File: src/rtl/inta_sequencer.sv
// Interrupt acknowledge sequencer: turns the PIC's INT into the two-pulse
// 8086 INTA handshake, captures the vector byte and hands it to the core.
module inta_sequencer #(
  parameter int PULSE_W = 2,
  parameter int GAP_W   = 1
) (
  input  logic       clk,
  input  logic       rst_n,
  input  logic       int_in,
  input  logic       int_en,
  input  logic [7:0] d_in,
  output logic       inta,
  output logic       vec_valid,
  input  logic       vec_ready,
  output logic [7:0] vec_data,
  output logic       spurious,
  output logic       busy,
  output logic [7:0] ack_count
);

  localparam int MAX_W = (PULSE_W > GAP_W) ? PULSE_W : GAP_W;
  localparam int CNT_W = $clog2(MAX_W) + 1;
  localparam logic [CNT_W-1:0] PULSE_LAST = CNT_W'(PULSE_W - 1);
  localparam logic [CNT_W-1:0] GAP_LAST   = CNT_W'(GAP_W - 1);

  typedef enum logic [2:0] {
    IDLE,
    ACK1,
    GAP,
    ACK2,
    HOLD
  } state_t;

  state_t           state;
  state_t           state_next;
  logic [CNT_W-1:0] cnt;
  logic             sync1;
  logic             int_s;
  logic             pulse_last;
  logic             gap_last;
  logic             spurious_next;
  logic             accept;

  assign pulse_last = (cnt == PULSE_LAST);
  assign gap_last   = (cnt == GAP_LAST);
  assign vec_valid  = (state == HOLD);
  assign busy       = (state != IDLE);

  // NOTE: state elements use non-blocking assignments so every flop samples
  // pre-edge values, independent of the order the blocks are evaluated in.
  always_ff @(posedge clk or negedge rst_n) begin
    if (!rst_n) begin
      sync1 <= 1'b0;
      int_s <= 1'b0;
    end else begin
      sync1 <= int_in;
      int_s <= sync1;
    end
  end

  // NOTE: every output of this block gets a default first, so no path
  // through the case statement can leave a value unassigned and infer a latch.
  always_comb begin
    state_next    = state;
    spurious_next = 1'b0;
    accept        = 1'b0;
    case (state)
      IDLE: if (int_s && int_en) state_next = ACK1;
      ACK1: begin
        if (pulse_last) begin
          if (int_s) begin
            state_next = GAP;
          end else begin
            state_next    = IDLE;
            spurious_next = 1'b1;
          end
        end
      end
      GAP:  if (gap_last) state_next = ACK2;
      ACK2: if (pulse_last) state_next = HOLD;
      HOLD: begin
        if (vec_ready) begin
          state_next = IDLE;
          accept     = 1'b1;
        end
      end
      default: state_next = IDLE;
    endcase
  end

  // inta is registered from the next-state decode so it rises on the same
  // edge the FSM enters an acknowledge state, yet stays glitch-free.
  always_ff @(posedge clk or negedge rst_n) begin
    if (!rst_n) begin
      state     <= IDLE;
      cnt       <= '0;
      inta      <= 1'b0;
      spurious  <= 1'b0;
      vec_data  <= 8'h00;
      ack_count <= 8'h00;
    end else begin
      state    <= state_next;
      inta     <= (state_next == ACK1) || (state_next == ACK2);
      spurious <= spurious_next;
      if (state_next != state) begin
        cnt <= '0;
      end else if (state == ACK1 || state == GAP || state == ACK2) begin
        cnt <= cnt + 1'b1;
      end
      if (state == ACK2 && state_next == HOLD) vec_data <= d_in;
      if (accept) ack_count <= ack_count + 8'd1;
    end
  end

endmodule

File: config.mk
export PLATFORM = sky130hd
export DESIGN_NAME = inta_sequencer
export DESIGN_NICKNAME = d
export VERILOG_FILES = /design/src/rtl/inta_sequencer.sv
export SDC_FILE = /design/constraint.sdc
export NUM_CORES = 1
export LEC_CHECK = 0
export CAP_MARGIN = 30
export CELL_PAD_IN_SITES_DETAIL_PLACEMENT = 0
export CELL_PAD_IN_SITES_GLOBAL_PLACEMENT = 1
export CORE_UTILIZATION = 33
export CTS_CLUSTER_SIZE = 10
export DETAILED_ROUTE_END_ITERATION = 8
export PLACE_DENSITY_LB_ADDON = 0.1
export SLEW_MARGIN = 25
export SYNTH_ARGS = -nofsm -noshare
export SYNTH_HDL_FRONTEND = slang
export SYNTH_SLANG_ARGS = --single-unit
File: constraint.sdc
create_clock -name clk -period 1.6 [get_ports clk]
set_clock_uncertainty 0.15 [all_clocks]
set_input_delay 0.48 -clock clk [delete_from_list [all_inputs] [get_ports clk]]
set_output_delay 0.48 -clock clk [all_outputs]
set_load 0.05 [all_outputs]
; ---- Yosys cells after proc, flatten, opt, wreduce, memory -nomap -nowiden
; Cells that the tools add are included.
; Widths: inputs -> output; s select.
[totals]
reg_bits = 25
in_bits = 13
out_inout_bits = 20
elab_cells = 42
[op_classes]
add_sub_neg = 2
eq_ne = 9
n_mux = 14
n_reduce_logical = 9
[ops]
columns = op, count
row1 = $mux 3, 5
row2 = $pmux 3 s5, 1
row3 = $eq 3x2->1 const B, 3
row4 = $add 8x1->8 const B, 1
row5 = $eq 3x1->1 const B, 2
row6 = $eq 3x3->1 const B, 2
row7 = $mux 2, 3
row8 = $mux 1, 5
row9 = $logic_not 3->1, 1
row10 = $logic_or 1x1->1, 3
row11 = $ne 3x3->1, 1
row12 = $reduce_bool 3->1, 1
row13 = $add 2x1->2 const B, 1
row14 = $eq 2x1->1 const B, 1
row15 = $logic_and 1x1->1, 2
row16 = $logic_not 2->1, 1
row17 = $reduce_bool 2->1, 1

; ---- Depth between registers and ports, before layout
; Gate-level depths: netlist of the first run.
[depth]
word_depth = 5
ltp_mapped = 5
mapped_depth_nobuf = 5

; ---- Worst setup path before layout of the first run
; Ideal clock, no wire load.
[synth_timing]
kind = register to output
start = register state[2]
end = output vec_valid
arrival_ps = 1350
required_ps = 970
path_slack_ps = -380
path_stages_with_launch = 4
path_buffers = 1
cell_sequence = dfrtp_1 > buf_6 > nor2b_1 > nor2b_1
[synth_between]
elab_chain_len = 1
[synth_rtl]
columns = element, line
row1 = start: declaration, 34  ; state_t state;
row2 = start signal: assignment, 102  ; state <= state_next;
row3 = $eq 3x3->1, 46  ; assign vec_valid = (state == HOLD);
row4 = end: declaration, 13  ; output logic vec_valid,
; No other way between the ends.

; ---- Worst setup path in the final report of the first run
[layout_timing]
start = register state[0]
end = output busy
[layout_between]
elab_chain_len = 1
[layout_rtl]
columns = element, line
row1 = $reduce_bool 3->1, 47  ; assign busy = (state != IDLE);
row2 = end: declaration, 17  ; output logic busy,
; No other way between the ends.

==> results.yml, run 1 <==
global_routing:
  antenna_found_initial: 0
  grt_pass1_vias: 960
  grt_max_degree: 26
  gr-total-overflow: 0
  grt_usage_pct: 14.48
  grt_pass1_wl_mm: 3.981
critical_path:
  critPathTopFamily: "flip-flops"
  cp_slowest_stage_delay_ns: 0.43
  crit_path_start_kind: "flop"
  crit_type: "flop to output pin"
  cp-end-kind: "output pin"
  cp.arrival_ns: 1.30
  required_ns: 0.97
  worstPathMaxFanout: 3
  crit_slowest_cell: "dfrtp_1"
  path_buf_inv: 1
  cp_cell_sequence: "or3_4 -> buf_6"
synthesis:
  synthAdderAreaFrac_pct: 4.338
  synth.mux.area_fraction_pct: 8.677
  synth_top_family_by_area: "simple AND/OR/NAND/NOR gates"
  ys_seq_area_share_pct: 54.23
  synth_compound_area_share_pct: 5.965
  synthFlopType: "dfrtp_1"
  synth-simple-area-share_pct: 16.59
  synthDistinctLibCells: 30
  netlist_area_mm2: 0.001154
  yosys.area.top_type_share_pct: 54.23
  avgSynthCellArea_um2: 12.54
  yosysWarnings: 0
  async_flop_share_pct: 100.0
  synth-edff-count: 0
  synth-xor-area-share_pct: 6.074
  synth_top_cell_by_area: "dfrtp_1"
  synth_seq_cells: 25
  netlist_instances: 92
  synth_nets: 109
  synth_area_leaders: "dfrtp_1, mux2_2, ha_1"
timing:
  rsz0062_at_grt: "true"
  post-route-period-util_pct: 120.4
  slew_headroom_pct: 77.75
  hold_violations: 0
  fin_hold_ws_ns: 0.2244
  slew_viol_final: 0
  finalCriticalPeriod_ns: 1.926
  worstMarginPinSlew_ns: 0.3338
  setup_violations: 7
  setup_ws_ns: -0.3264
  tns_ns: -0.7619
  max_freq_ghz: 0.5191
drt:
  ant_nets: 0
  wl_mm: 2.554
  first_iter_violations: 26
  drcViolationCount: 0
  dr.pass1.iters: 4
  vias: 918
  wl_per_cell_um: 13.10
  vias_per_cell: 4.708
finish:
  antenna_cells: 0
  fin_area_mm2: 0.002014
  fin_nets: 167
  drive_gt1_share_pct: 49.66
  final_cell_mix: "buf_12, buf_4, dfrtp_1, clkdlybuf4s50_1, nand2_1"
  mostFrequentLayoutCell: "buf_12"
  syn_to_final_growth_pct: 74.62
  num-fill-cells: 298
floorplanning:
  die-area_mm2: 0.003736
  rows: 21
  initial_core_util_pct: 34.57
  num_io_pins: 33
  dieHeight_um: 61.13
  coreArea_mm2: 0.003337
  die_w_um: 61.13
placement:
  io_buffers: 32
  placed_cell_area_mm2: 0.001832
  place.gp.congestion: 0.7490
  hpwl_mm: 1.784
cts:
  insertion_delay_ns: 0.32
  cts_max_level: 1
  cts_buffer_depth: 2
  cts_sinks: 25
  clk_pin_slew_ns: 0.14
  cts_buffers: 3
  cts-root-buf: "clkbuf_4"
  cts_tree: "yes"
run_status:
  status: "finished, violations left"
  violations: "setup timing"
job:
  max-cap-violations: 0
pwr:
  ir_worst_vdd_mv: 0.8965
  power-per-cell-area_mw_per_mm2: 1674
  power_mw: 3.373
  p_leak_nw: 0.9542
hold_path:
  min_path_type: "flop to flop"
==> kinds of logic (layout without fill, tap and decap cells) <==
family | count (synthesis) | after routing
multiplexers | 9 | 9
AO/OA/AOI/OAI | 9 | 9
buffers and inverters | 8 | 65
AND/OR/NAND/NOR | 29 | 29
adder cells (fa/ha/maj) | 4 | 4
flip-flops | 25 | 25
XOR/XNOR | 8 | 8
==> worst register-to-register path, cell delays in order (launching register included) <==
cell and delay [ns]:
dfrtp_1 0.43, buf_4 0.16, buf_4 0.12, nand4bb_4 0.27, buf_12 0.17, nor4_4 0.14
xor2_1 0.16
==> final timing paths <==
path	startpoint	to	slack, ns	cells after the start
worst max-delay path	state[0]	busy	-0.33	2
worst min-delay path	sync1	int_s	0.22	0
worst max register to register	state[0]	ack_count[7]	-0.06	6
worst min register to register	sync1	int_s	0.22	0
max in group asynchronous	rst_n	ack_count[2]	0.81	2
min in group asynchronous	rst_n	state[2]	0.34	2
==> synthesized netlist by cell type (2+ instances only) <==
master	n
nor2b_1	2
buf_2	2
buf_6	2
nand2_1	8
xnor2_1	4
a21oi_1	2
nor3_1	4
nor2_1	2
dfrtp_1	25
inv_1	4
nand3_1	3
mux2_2	8
a221oi_1	3
ha_1	4
xor2_1	4
==> routing by layer <==
metal	vias up	global-route usage, %	part of all wire [%]
li1	436	-	-
met1	460	16.60	41
met2	20	26.40	54
met3	2	2.731	4.2
met4	0	5.844	0.78
met5	-	0	0
==> report_power, final <==
group	total (mW)	switching, mW	internal (mW)	leakage [nW]
Combinational	2.06	0.989	1.07	0.634
Sequential	1.02	0.190	0.825	0.307
Clock	0.296	0.200	0.0955	0.0139
Total	3.37	1.38	1.99	0.954
==> stage by stage <==
step | cells | util [%] | worst slack (ns)
after detailed placement | 182 | 54.89 | -0.3445
after floorplan | 92 | - | -0.02210
after global routing | 195 | 60.37 | -0.3766
after global placement | 182 | 54.89 | -0.3145
final | 195 | 60.37 | -0.3264
after CTS | 192 | 58.23 | -0.3321
==> timing repair <==
action                     CTS  global route
resized for setup           10            10
buffers inserted             6             4
hold buffers                 0             0
pin swaps                    1             6
setup endpoints to repair   11            21
==> area by class of cell <==
class | count | area, um^2 | share of cell area [%]
Timing Repair Buffer | 57 | 738.2 | 36.65
Sequential cell | 25 | 633.1 | 31.43
Multi-Input combinational cell | 59 | 540.5 | 26.83
Tap cell | 46 | 57.56 | 2.857
Clock buffer | 3 | 22.52 | 1.118
Inverter | 4 | 15.01 | 0.7453
Clock inverter | 1 | 7.507 | 0.3727
==> registers in the layout, summed over array words and instances, names as in the netlist <==
name	flops
cnt	2
inta	1
int_s	1
vec_data	8
sync1	1
state	3
spurious	1
ack_count	8
No activity file was read; power rests on OpenSTA's default activity.
==> inputs of run 2 (changes only) <==
Settings changed: ABC_CLOCK_PERIOD_IN_PS set to 1600, HOLD_SLACK_MARGIN set to 0.05, SLEW_MARGIN 25 to 15.
==> results of run 2 <==
Final layout, timing and power as in run 1 (identical DEF).
